--- src/rtl/seg7_scan_driver_if.sv ---
// Bus between the scrolling-word source and the 7-segment scan driver.
// The master drives the word, masks and enable; the slave (scan driver) returns the pin-level outputs.
interface seg7_scan_driver_if #(
  parameter int unsigned NUM_DIGITS = 8,
  parameter int unsigned DATA_WIDTH = 4 * NUM_DIGITS
);
  localparam int unsigned IdxW = (NUM_DIGITS > 1) ? $clog2(NUM_DIGITS) : 1;

  logic                  enable;
  logic [DATA_WIDTH-1:0] binary_in;
  logic [NUM_DIGITS-1:0] digit_mask;
  logic [NUM_DIGITS-1:0] dp_in;
  logic [6:0]            seg_out;
  logic                  dp_out;
  logic [NUM_DIGITS-1:0] an_out;
  logic [IdxW-1:0]       digit_idx;
  logic                  frame_start;

  modport master (
    output enable, binary_in, digit_mask, dp_in,
    input  seg_out, dp_out, an_out, digit_idx, frame_start
  );

  modport slave (
    input  enable, binary_in, digit_mask, dp_in,
    output seg_out, dp_out, an_out, digit_idx, frame_start
  );
endinterface

--- src/rtl/seg7_scan_driver.sv ---
// Multiplexed 7-segment scan driver.
// Snapshots the packed hex word once per frame, then drives each digit for a dwell period
// followed by an optional all-off blanking gap. All outputs are registered and reflect
// the state occupied in the current cycle.
module seg7_scan_driver #(
  parameter int unsigned NUM_DIGITS     = 8,
  parameter int unsigned DATA_WIDTH     = 4 * NUM_DIGITS,
  parameter int unsigned DWELL_TICKS    = 16,
  parameter int unsigned BLANK_TICKS    = 2,
  parameter bit          SEG_ACTIVE_LOW = 1'b1,
  parameter bit          AN_ACTIVE_LOW  = 1'b1
) (
  input logic               clk_out,
  input logic               reset,
  seg7_scan_driver_if.slave bus
);

  localparam int unsigned IdxW     = (NUM_DIGITS > 1) ? $clog2(NUM_DIGITS) : 1;
  localparam int unsigned MaxTicks = (DWELL_TICKS > BLANK_TICKS) ? DWELL_TICKS : BLANK_TICKS;
  localparam int unsigned CntW     = (MaxTicks > 0) ? $clog2(MaxTicks + 1) : 1;

  localparam logic [CntW-1:0] DwellLast = CntW'(DWELL_TICKS - 1);
  // Unreachable when BLANK_TICKS is 0; the truncated value is never compared.
  localparam logic [CntW-1:0] BlankLast = CntW'(BLANK_TICKS - 1);
  localparam logic [IdxW-1:0] LastIdx   = IdxW'(NUM_DIGITS - 1);

  localparam logic [NUM_DIGITS-1:0] AnOff  = AN_ACTIVE_LOW ? {NUM_DIGITS{1'b1}} : '0;
  localparam logic [6:0]            SegOff = SEG_ACTIVE_LOW ? 7'h7F : 7'h00;
  localparam logic                  DpOff  = SEG_ACTIVE_LOW;

  typedef enum logic [1:0] {StIdle, StLoad, StDrive, StBlank} state_e;

  state_e                state_q, state_d;
  logic [CntW-1:0]       cnt_q, cnt_d;
  logic [IdxW-1:0]       idx_q, idx_d;
  logic [DATA_WIDTH-1:0] word_q, word_d;
  logic [NUM_DIGITS-1:0] mask_q, mask_d;
  logic [NUM_DIGITS-1:0] dpsn_q, dpsn_d;
  logic                  end_of_digit;

  logic [NUM_DIGITS-1:0] an_q, an_d;
  logic [6:0]            seg_q, seg_d;
  logic                  dp_q, dp_d;
  logic                  fs_q, fs_d;
  logic [NUM_DIGITS-1:0] onehot;
  logic [3:0]            nibble;

  // Hex to segments, active-high, bit order gfedcba.
  function automatic logic [6:0] decode(input logic [3:0] n);
    logic [6:0] s;
    unique case (n)
      4'h0: s = 7'h3F;
      4'h1: s = 7'h06;
      4'h2: s = 7'h5B;
      4'h3: s = 7'h4F;
      4'h4: s = 7'h66;
      4'h5: s = 7'h6D;
      4'h6: s = 7'h7D;
      4'h7: s = 7'h07;
      4'h8: s = 7'h7F;
      4'h9: s = 7'h6F;
      4'hA: s = 7'h77;
      4'hB: s = 7'h7C;
      4'hC: s = 7'h39;
      4'hD: s = 7'h5E;
      4'hE: s = 7'h79;
      4'hF: s = 7'h71;
    endcase
    return s;
  endfunction

  // State, tick counter, digit index and frame snapshot registers.
  always_ff @(posedge clk_out or negedge reset) begin
    if (!reset) begin
      state_q <= StIdle;
      cnt_q   <= '0;
      idx_q   <= '0;
      word_q  <= '0;
      mask_q  <= '0;
      dpsn_q  <= '0;
    end else begin
      state_q <= state_d;
      cnt_q   <= cnt_d;
      idx_q   <= idx_d;
      word_q  <= word_d;
      mask_q  <= mask_d;
      dpsn_q  <= dpsn_d;
    end
  end

  // Next-state: frame sequencing, dwell/blank timing, snapshot capture.
  always_comb begin
    state_d      = state_q;
    cnt_d        = cnt_q;
    idx_d        = idx_q;
    word_d       = word_q;
    mask_d       = mask_q;
    dpsn_d       = dpsn_q;
    end_of_digit = 1'b0;
    unique case (state_q)
      StIdle: begin
        if (bus.enable) state_d = StLoad;
      end
      StLoad: begin
        word_d  = bus.binary_in;
        mask_d  = bus.digit_mask;
        dpsn_d  = bus.dp_in;
        idx_d   = '0;
        cnt_d   = '0;
        state_d = StDrive;
      end
      StDrive: begin
        if (cnt_q == DwellLast) begin
          cnt_d = '0;
          if (BLANK_TICKS > 0) state_d = StBlank;
          else                 end_of_digit = 1'b1;
        end else begin
          cnt_d = cnt_q + 1'b1;
        end
      end
      StBlank: begin
        if (cnt_q == BlankLast) begin
          cnt_d        = '0;
          end_of_digit = 1'b1;
        end else begin
          cnt_d = cnt_q + 1'b1;
        end
      end
      default: state_d = StIdle;
    endcase
    // Enable is only consulted here and in idle, so a frame always completes.
    if (end_of_digit) begin
      if (idx_q == LastIdx) begin
        idx_d   = '0;
        state_d = bus.enable ? StLoad : StIdle;
      end else begin
        idx_d   = idx_q + 1'b1;
        state_d = StDrive;
      end
    end
  end

  // Output decode from the next state so the registered pins match the occupied state.
  always_comb begin
    an_d   = AnOff;
    seg_d  = SegOff;
    dp_d   = DpOff;
    fs_d   = 1'b0;
    onehot = '0;
    onehot[idx_d] = 1'b1;
    nibble = word_d[{idx_d, 2'b00} +: 4];
    if (state_d == StDrive) begin
      seg_d = SEG_ACTIVE_LOW ? ~decode(nibble) : decode(nibble);
      dp_d  = dpsn_d[idx_d] ^ SEG_ACTIVE_LOW;
      // Masked digits still get segment data; only the anode stays dark.
      if (mask_d[idx_d]) an_d = AN_ACTIVE_LOW ? ~onehot : onehot;
      fs_d  = (state_q == StLoad);
    end
  end

  // Output registers; asynchronous reset forces every pin off immediately.
  always_ff @(posedge clk_out or negedge reset) begin
    if (!reset) begin
      an_q  <= AnOff;
      seg_q <= SegOff;
      dp_q  <= DpOff;
      fs_q  <= 1'b0;
    end else begin
      an_q  <= an_d;
      seg_q <= seg_d;
      dp_q  <= dp_d;
      fs_q  <= fs_d;
    end
  end

  assign bus.an_out      = an_q;
  assign bus.seg_out     = seg_q;
  assign bus.dp_out      = dp_q;
  assign bus.frame_start = fs_q;
  assign bus.digit_idx   = idx_q;

endmodule

--- src/flat_wrapper.sv ---
// flat-port wrapper written by rule: the top's interface ports become plain ports
module seg7_scan_driver_flat 
#(
  parameter int unsigned NUM_DIGITS     = 8,
  parameter int unsigned DATA_WIDTH     = 4 * NUM_DIGITS,
  parameter int unsigned DWELL_TICKS    = 16,
  parameter int unsigned BLANK_TICKS    = 2,
  parameter bit          SEG_ACTIVE_LOW = 1'b1,
  parameter bit          AN_ACTIVE_LOW  = 1'b1
)
  (clk_out, reset, bus_enable, bus_binary_in, bus_digit_mask, bus_dp_in, bus_seg_out, bus_dp_out, bus_an_out, bus_digit_idx, bus_frame_start);
  seg7_scan_driver_if #(.NUM_DIGITS(NUM_DIGITS), .DATA_WIDTH(DATA_WIDTH)) bus_i ();
  input logic clk_out;
  input logic reset;
  input wire logic [$bits(bus_i.enable)-1:0] bus_enable;
  input wire logic [$bits(bus_i.binary_in)-1:0] bus_binary_in;
  input wire logic [$bits(bus_i.digit_mask)-1:0] bus_digit_mask;
  input wire logic [$bits(bus_i.dp_in)-1:0] bus_dp_in;
  output wire logic [$bits(bus_i.seg_out)-1:0] bus_seg_out;
  output wire logic [$bits(bus_i.dp_out)-1:0] bus_dp_out;
  output wire logic [$bits(bus_i.an_out)-1:0] bus_an_out;
  output wire logic [$bits(bus_i.digit_idx)-1:0] bus_digit_idx;
  output wire logic [$bits(bus_i.frame_start)-1:0] bus_frame_start;
  assign bus_i.enable = bus_enable;
  assign bus_i.binary_in = bus_binary_in;
  assign bus_i.digit_mask = bus_digit_mask;
  assign bus_i.dp_in = bus_dp_in;
  assign bus_seg_out = bus_i.seg_out;
  assign bus_dp_out = bus_i.dp_out;
  assign bus_an_out = bus_i.an_out;
  assign bus_digit_idx = bus_i.digit_idx;
  assign bus_frame_start = bus_i.frame_start;
  seg7_scan_driver #(.NUM_DIGITS(NUM_DIGITS), .DATA_WIDTH(DATA_WIDTH), .DWELL_TICKS(DWELL_TICKS), .BLANK_TICKS(BLANK_TICKS), .SEG_ACTIVE_LOW(SEG_ACTIVE_LOW), .AN_ACTIVE_LOW(AN_ACTIVE_LOW)) u_core (.clk_out(clk_out), .reset(reset), .bus(bus_i));
endmodule
--- config.mk ---
export PLATFORM = sky130hd
export DESIGN_NAME = seg7_scan_driver_flat
export DESIGN_NICKNAME = d
export VERILOG_FILES = /design/src/rtl/seg7_scan_driver_if.sv /design/src/rtl/seg7_scan_driver.sv /design/src/flat_wrapper.sv
export SDC_FILE = /design/constraint.sdc
export NUM_CORES = 1
export LEC_CHECK = 0
export ABC_AREA = 1
export BUFFER_PORTS_ARGS = -buffer_cell sky130_fd_sc_hd__buf_2
export CAP_MARGIN = 0
export CORE_MARGIN = 3
export CORE_UTILIZATION = 56
export CTS_CLUSTER_SIZE = 14
export DETAILED_ROUTE_END_ITERATION = 12
export GPL_TIMING_DRIVEN = 0
export PLACE_DENSITY = 0.8
export SETUP_SLACK_MARGIN = 0.3
export SYNTH_ARGS = -nofsm -noshare
export SYNTH_HDL_FRONTEND = slang
export SYNTH_SLANG_ARGS = --single-unit
--- constraint.sdc ---
create_clock -name clk_out -period 3.4 [get_ports clk_out]
set_clock_uncertainty 0.2 [all_clocks]
set_input_delay 0.17 -clock clk_out [delete_from_list [all_inputs] [get_ports clk_out]]
set_output_delay 0.17 -clock clk_out [all_outputs]
set_load 0.02 [all_outputs]
# After elaboration in Yosys (flattened, before gate mapping)
# Memories as Yosys holds them, arrays and structs flattened.
# Index checks and enable logic that the tools add are counted.
[classes] n_reduce_logical=3 n_shift=1 n_addsub=2 n_eq_ne=7 bitwise=3 order_cmp=2 muxes=29
[ops] op="$mux 32" n=1
[ops] op="$mux 8" n=4
[ops] op="$shiftx 32x6->4" n=1
[ops] op="$pmux 5 s3" n=1
[ops] op="$mux 7" n=2
[ops] op="$mux 5" n=2
[ops] op="$mux 3" n=3
[ops] op="$mux 1" n=8
[ops] op="$mux 2" n=4
[ops] op="$not 8->8" n=1
[ops] op="$not 7->7" n=1
[ops] op="$bmux 1 s3" n=2
[ops] op="$eq 2x2->1 const B" n=3
[ops] op="$pmux 2 s3" n=1
[ops] op="$add 5x1->5 const B" n=1
[ops] op="$eq 5x1->1 const B" n=1
[ops] op="$eq 5x4->1 const B" n=1
[ops] op="$lt 3x4->1 const B" n=1
[ops] op="$add 3x1->3 const B" n=1
[ops] op="$demux 1 s3" n=1
[ops] op="$eq 3x3->1 const B" n=1
[ops] op="$ge 3x1->1 const B" n=1
[ops] op="$reduce_bool 3->1" n=1
[ops] op="$eq 2x1->1 const B" n=1
[ops] op="3 further kinds" n=3
[word_totals] wordCells=58 inputBits=51 output_inout_bits=20 mem_count=1 romBits=112 register_bits=75
[mem_list] name="(no name shown)" depth=16 word_bits=7 read_ports=1 rd_ports_with_merged_regs=0 write_ports=0 line="seg7_scan_driver.sv:51" text="unique case (n)"

# Longest topological paths before layout
[logic_depth] depth_word=11 mapped_depth=21 mapped_depth_nobuf=20

# Least setup slack after synthesis
# Ideal clock, no wire load.
[synth_timing] path_kind="register to register" startpoint="register u_core.idx_q[0] (netlist: u_core.bus.digit_idx[0])" endpoint="register u_core.seg_q[1] (netlist: u_core.bus.seg_out[1])" stages_incl_launch_ff=19 required_time_ps=3122 synth_period_minus_slack_ps=2699 path_slack_ps=701 arrival_ps=2421 cell_sequence="dfrtp_1 -> ha_1 -> ha_1 -> nor2_1 -> nand4_1 -> nand2_2 -> buf_2 -> nand2_1 -> nand2_1 -> nand2_1 -> nand2_1 -> nand2_1 -> nand2_1 -> inv_1 -> ha_1 -> inv_1 -> nor2_1 -> a21oi_1 -> nand2_1"
[synth_between] elab_chain_len=8 word_cells_on_any_way=13 classes_between="1 x add/sub; 2 x eq/ne; 1 x shift; 7 x mux; 1 x bitwise; 1 x memory"
[synth_lines] item="start, declared" line="seg7_scan_driver.sv:35" text="logic [IdxW-1:0] idx_q, idx_d;"
[synth_lines] item="start signal, assigned" line="seg7_scan_driver.sv:84" text="idx_q <= idx_d;"
[synth_lines] item="$add 3x1->3 or $eq 3x3->1 (tied branches)" line="seg7_scan_driver.sv:137, seg7_scan_driver.sv:133"
[synth_lines] item="$mux 3" line="seg7_scan_driver.sv:133" text="if (idx_q == LastIdx) begin"
[synth_lines] item="$mux 3 *" line="seg7_scan_driver.sv:132" text="if (end_of_digit) begin"
[synth_lines] item="net u_core.idx_d[0]" line="seg7_scan_driver.sv:35"
[synth_lines] item="$shiftx 32x6->4 *" line="seg7_scan_driver.sv:151" text="nibble = word_d[{idx_d, 2'b00} +: 4];"
[synth_lines] item="$mem_v2 16x7 *"
[synth_lines] item="$mux 7 *" line="seg7_scan_driver.sv:152" text="if (state_d == StDrive) begin"
[synth_lines] item="$not 7->7 *" line="seg7_scan_driver.sv:153" text="seg_d = SEG_ACTIVE_LOW ? ~decode(nibble) : decode(nibble);"
[synth_lines] item="$mux 7 *" line="seg7_scan_driver.sv:152"
[synth_lines] item="net u_core.seg_d[1]" line="seg7_scan_driver.sv:42" text="logic [6:0] seg_q, seg_d;"
[synth_lines] item="end signal, assigned" line="seg7_scan_driver.sv:165" text="seg_q <= SegOff;"
[synth_lines] item="end signal, assigned" line="seg7_scan_driver.sv:170" text="seg_q <= seg_d;"
[synth_lines] item="end, declared" line="seg7_scan_driver.sv:42"
# Mark *: on every way through the listed nets, which the timed path passes. The rest lies on a longest branch. The select of a mux whose other input is x is not followed.
# A chain may end at the register's enable or synchronous reset.

# Worst setup path after layout
# Same ends and word-level chain as after synthesis.

==> summary.md <==
| Metric | Value |
|---|---|
| Run status | `finished clean` |
| Number of global-route vias before repair | `3639` |
| Antenna Cells | `0` |
| Final wirelength | `9992 µm` |
| Post-DP Area | `0.004309 mm²` |
| Hold Path Class | `input pin to async pin` |
| Top cell type by total area after synthesis | `dfrtp_1` |
| Area growth, synth to finish | `30.53%` |
| Relative slew slack | `between 30% and 40%` |
| Critical path class | `register to register` |
| Synth warn | `0` |
| Post-layout minimum cycle time | `2912 ps` |
| Die Width | `89.02 µm` |
| Internal power | `2.390 mW` |
| Design Area, Final | `a little over 0.005 mm²` |
| Final core occ | `between 70% and 80%` |
| Final nets | `between 600 and 700` |
| First-pass DRT Iterations | `6` |
| Tcrit/Tclk final | `85.66%` |
| Port Buffers | `70` |
| CP Capture Type | `register` |
| Sequential element share of the synthesized area | `49.14%` |
| CP max stage delay | `about 420 ps` |
| Worst hold margin | `approximately 280 ps` |
| Initial Util | `59.10%` |
| Root Buffer | `clkbuf_8` |
| Asr flop ratio synth | `100.0%` |
| Post-Syn Nets | `560` |
| Worst-path clk slew | `approximately 80 ps` |
| Combinational group share of total power | `52.2%` |
| Max VDD drop | `between 0.0005 and 0.0006 V` |
| Clock tree buffer depth | `2` |
| Post-route insts no fill | `713` |
| Leakage power | `2.673 nW` |
| Antenna violations before repair | `0` |
| Reg power frac | `31.9%` |
| DIE AREA | `0.007925 mm²` |
| Initial DRC Count | `200` |
| Share of layout cells above drive strength 1 | `23.11%` |
| IO Pins | `71` |
| PnR worst setup slack | `between 400 and 500 ps` |
| Worst-Skew Late Latency | `360 ps` |
| Mapped Cells | `between 400 and 500` |
| Clock share of power | `between 10% and 20%` |
| Top_reg_cell synth | `dfrtp_1` |
| DR DRC count | `0` |
| GPL Wtd Cong | `0.8212` |
| Site Rows | `29` |
| CP Data Required Time | `3490 ps` |
| Dpl cells | `about 640` |
| Worst setup SP type | `register` |
| Final Power | `about 4.3 mW` |
| Worst Path Arrival | `3000 ps` |
| Drt via density | `just over 5` |
| Global-route wire length before repair | `16260 µm` |
| Final hold violation count | `0` |
| Final HPWL from detailed placement | `6361 µm` |
| Mean post-synth cell area | `around 7.8 µm²` |
| Worst slack, placed | `484.5 ps` |
| Core footprint | `0.006531 mm²` |
| Clock sink total | `75` |
| Share of the synthesized area in the top cell type | `a little under two fifths` |
| TritonCTS buffer count | `9` |
| Largest net degree at the start of global routing | `76` |
| Synthesized area | `0.003860 mm²` |
| Area of the multi-input gates | `0.001687 mm²` |
| CTS tree | `yes` |
| Post-route ant nets | `0` |
| Wire per inst | `roughly 14 µm` |
| Gr usage total | `26.70%` |
| H-tree depth | `3` |
| Overflow after GRT | `0` |
| EDFF count, synth | `0` |
| Most common cell on crit path | `nand2_1` |
| CP Max Fanout | `10` |
| Filler Cell Count | `473` |
| Max Cap Viol | `0` |
| Max-slew violations | `0` |
| Top cells by area, synth | `dfrtp_1 38%, nand2_1 20%, dfstp_2 11%` |
| Via count | `between 3000 and 4000` |
| Final setup vio count | `0` |
| Worst-Margin Slew | `935.2 ps` |
| RSZ-0062 raised after global routing | `no` |
| Switch share | `44.62%` |
| FMAX | `343.4 MHz` |
| Total negative slack | `0 ps` |
| CP Cell Sequence | `ha_1 -> ha_1 -> nor2_1 -> nand4_1 -> nand2_2 -> buf_4 -> nand2_1 -> nand2_1 -> nand2_1 -> nand2_1 -> nand2_1 -> nand2_2 -> inv_1 -> ha_1 -> inv_1 -> nor2_1 -> a21oi_1 -> nand2_1` |
| Die height | `89.02 µm` |
| Synthesized flop and latch total | `75` |
| Power Density | `roughly 860 mW/mm²` |
| Switch Pwr | `1.926 mW` |
| CP max stage cell | `dfrtp_1` |
| Storage cell area | `~0.0019 mm²` |
| Synth cell types | `33` |
state kept, by name, indices dropped and copies added, names as in the netlist, 2 cells and up:
name and count:
u_core.bus.seg_out 7, u_core.bus.an_out 8, u_core.word_q 32, u_core.mask_q 8, u_core.cnt_q 5, u_core.state_q 2, u_core.bus.digit_idx 3, u_core.dpsn_q 8
Yosys cell counts (2+ instances only):
master and n:
ha_1 12, inv_1 46, dfstp_2 16, nor2_1 25, dfrtp_1 59, o22ai_1 6, buf_2 5, nand2_1 210
or2_2 9, or2_1 9, o21ai_0 24, a21oi_1 3, buf_4 6, nand4_1 5, nand2_2 7, nand3_1 29
nor2_2 5, clkbuf_1 3, inv_2 3, nand2_4 2
per-layer routing:
layer	up-vias	part of all wire (%)	track usage, %
li1	1803	-	-
met1	1707	42	33.13
met2	107	51	46.56
met3	27	4.0	3.963
met4	0	2.7	11.23
met5	-	0	0
placed cells by master (no fill, tap or decap), types with 2 or more instances in the layout:
master and instances:
or2_1 9, clkbuf_8 9, dfrtp_1 59, buf_2 73, clkinvlp_4 3, nand2_4 2
ha_1 12, nor2_1 25, a21oi_1 3, nand2_2 9, inv_2 3, nand2_1 208
inv_1 46, clkinv_2 2, buf_4 11, nand3_1 29, o22ai_1 6, dfstp_2 16
dlygate4sd3_1 50, nand4_1 5, nor2_2 4, o21ai_0 24, clkbuf_1 4, or2_2 9
critical path, delay by kind of cell, from the launching register on:
family / cells / cell delay, ps
and+or+nand+nor: 11 / 1010
AOI/OAI and AO/OA: 1 / 110
buffers and inverters: 3 / 340
DFF: 1 / 420
adders and majority gates: 3 / 750
kinds of logic (layout without fill, tap and decap cells):
logic type               count (synthesis)  count (layout)  share of synthesized area, %
AND/OR/NAND/NOR                        304             304                         33.65
flip-flops                              75              75                         49.14
buffers and inverters                   66             205                         7.423
AO/OA/AOI/OAI                           38              38                         5.446
adder cells (fa/ha/maj)                 12              12                         3.890
XOR/XNOR                                 2               2                        0.4539
area by class of cell:
cell class | count | share of cell area (%)
Sequential cell | 75 | 37.65
Clock inverter | 6 | 1.316
Multi-Input combinational cell | 356 | 33.47
Tap cell | 77 | 1.912
Clock buffer | 10 | 2.533
Inverter | 50 | 3.750
Timing Repair Buffer | 123 | 17.38
Buffer | 16 | 1.987
path summary, 6_finish.rpt:
| kind | startpoint | slack, ps | endpoint | depth (start not counted) |
|---|---|---|---|---|
| worst min register to register | u_core.dpsn_q[7]$_DFF_PN0_ | 280 | u_core.dpsn_q[7]$_DFF_PN0_ | 2 |
| worst max-delay path | u_core.bus.digit_idx[0]$_DFF_PN0_ | 490 | u_core.bus.seg_out[1]$_DFF_PN1_ | 18 |
| worst max register to register | u_core.bus.digit_idx[0]$_DFF_PN0_ | 490 | u_core.bus.seg_out[1]$_DFF_PN1_ | 18 |
| worst min-delay path | reset | 280 | u_core.cnt_q[3]$_DFFE_PN0P_ | 2 |
| max in group asynchronous | reset | 2090 | u_core.word_q[25]$_DFF_PN0_ | 2 |
| min in group clk_out | u_core.dpsn_q[7]$_DFF_PN0_ | 280 | u_core.dpsn_q[7]$_DFF_PN0_ | 2 |
power groups by stage:
stage | registers [mW] | logic (mW) | clock network, mW
5_1_grt | 1.40 | 2.56 | 0.731
4_1_cts | 1.37 | 2.19 | 0.685
3_5_place_dp | 1.39 | 2.12 | 0
6_report | 1.38 | 2.25 | 0.686
2_1_floorplan | 1.47 | 1.51 | 0
3_3_place_gp | 1.37 | 2.05 | 0
repair_timing:
action	4_1_cts	5_1_grt
endpoints found under the hold margin	108	0
setup endpoints to repair	0	5
hold buffers	50	0
setup buffers	0	3
gates resized for setup	0	5
(Power assumes the default switching activity.)
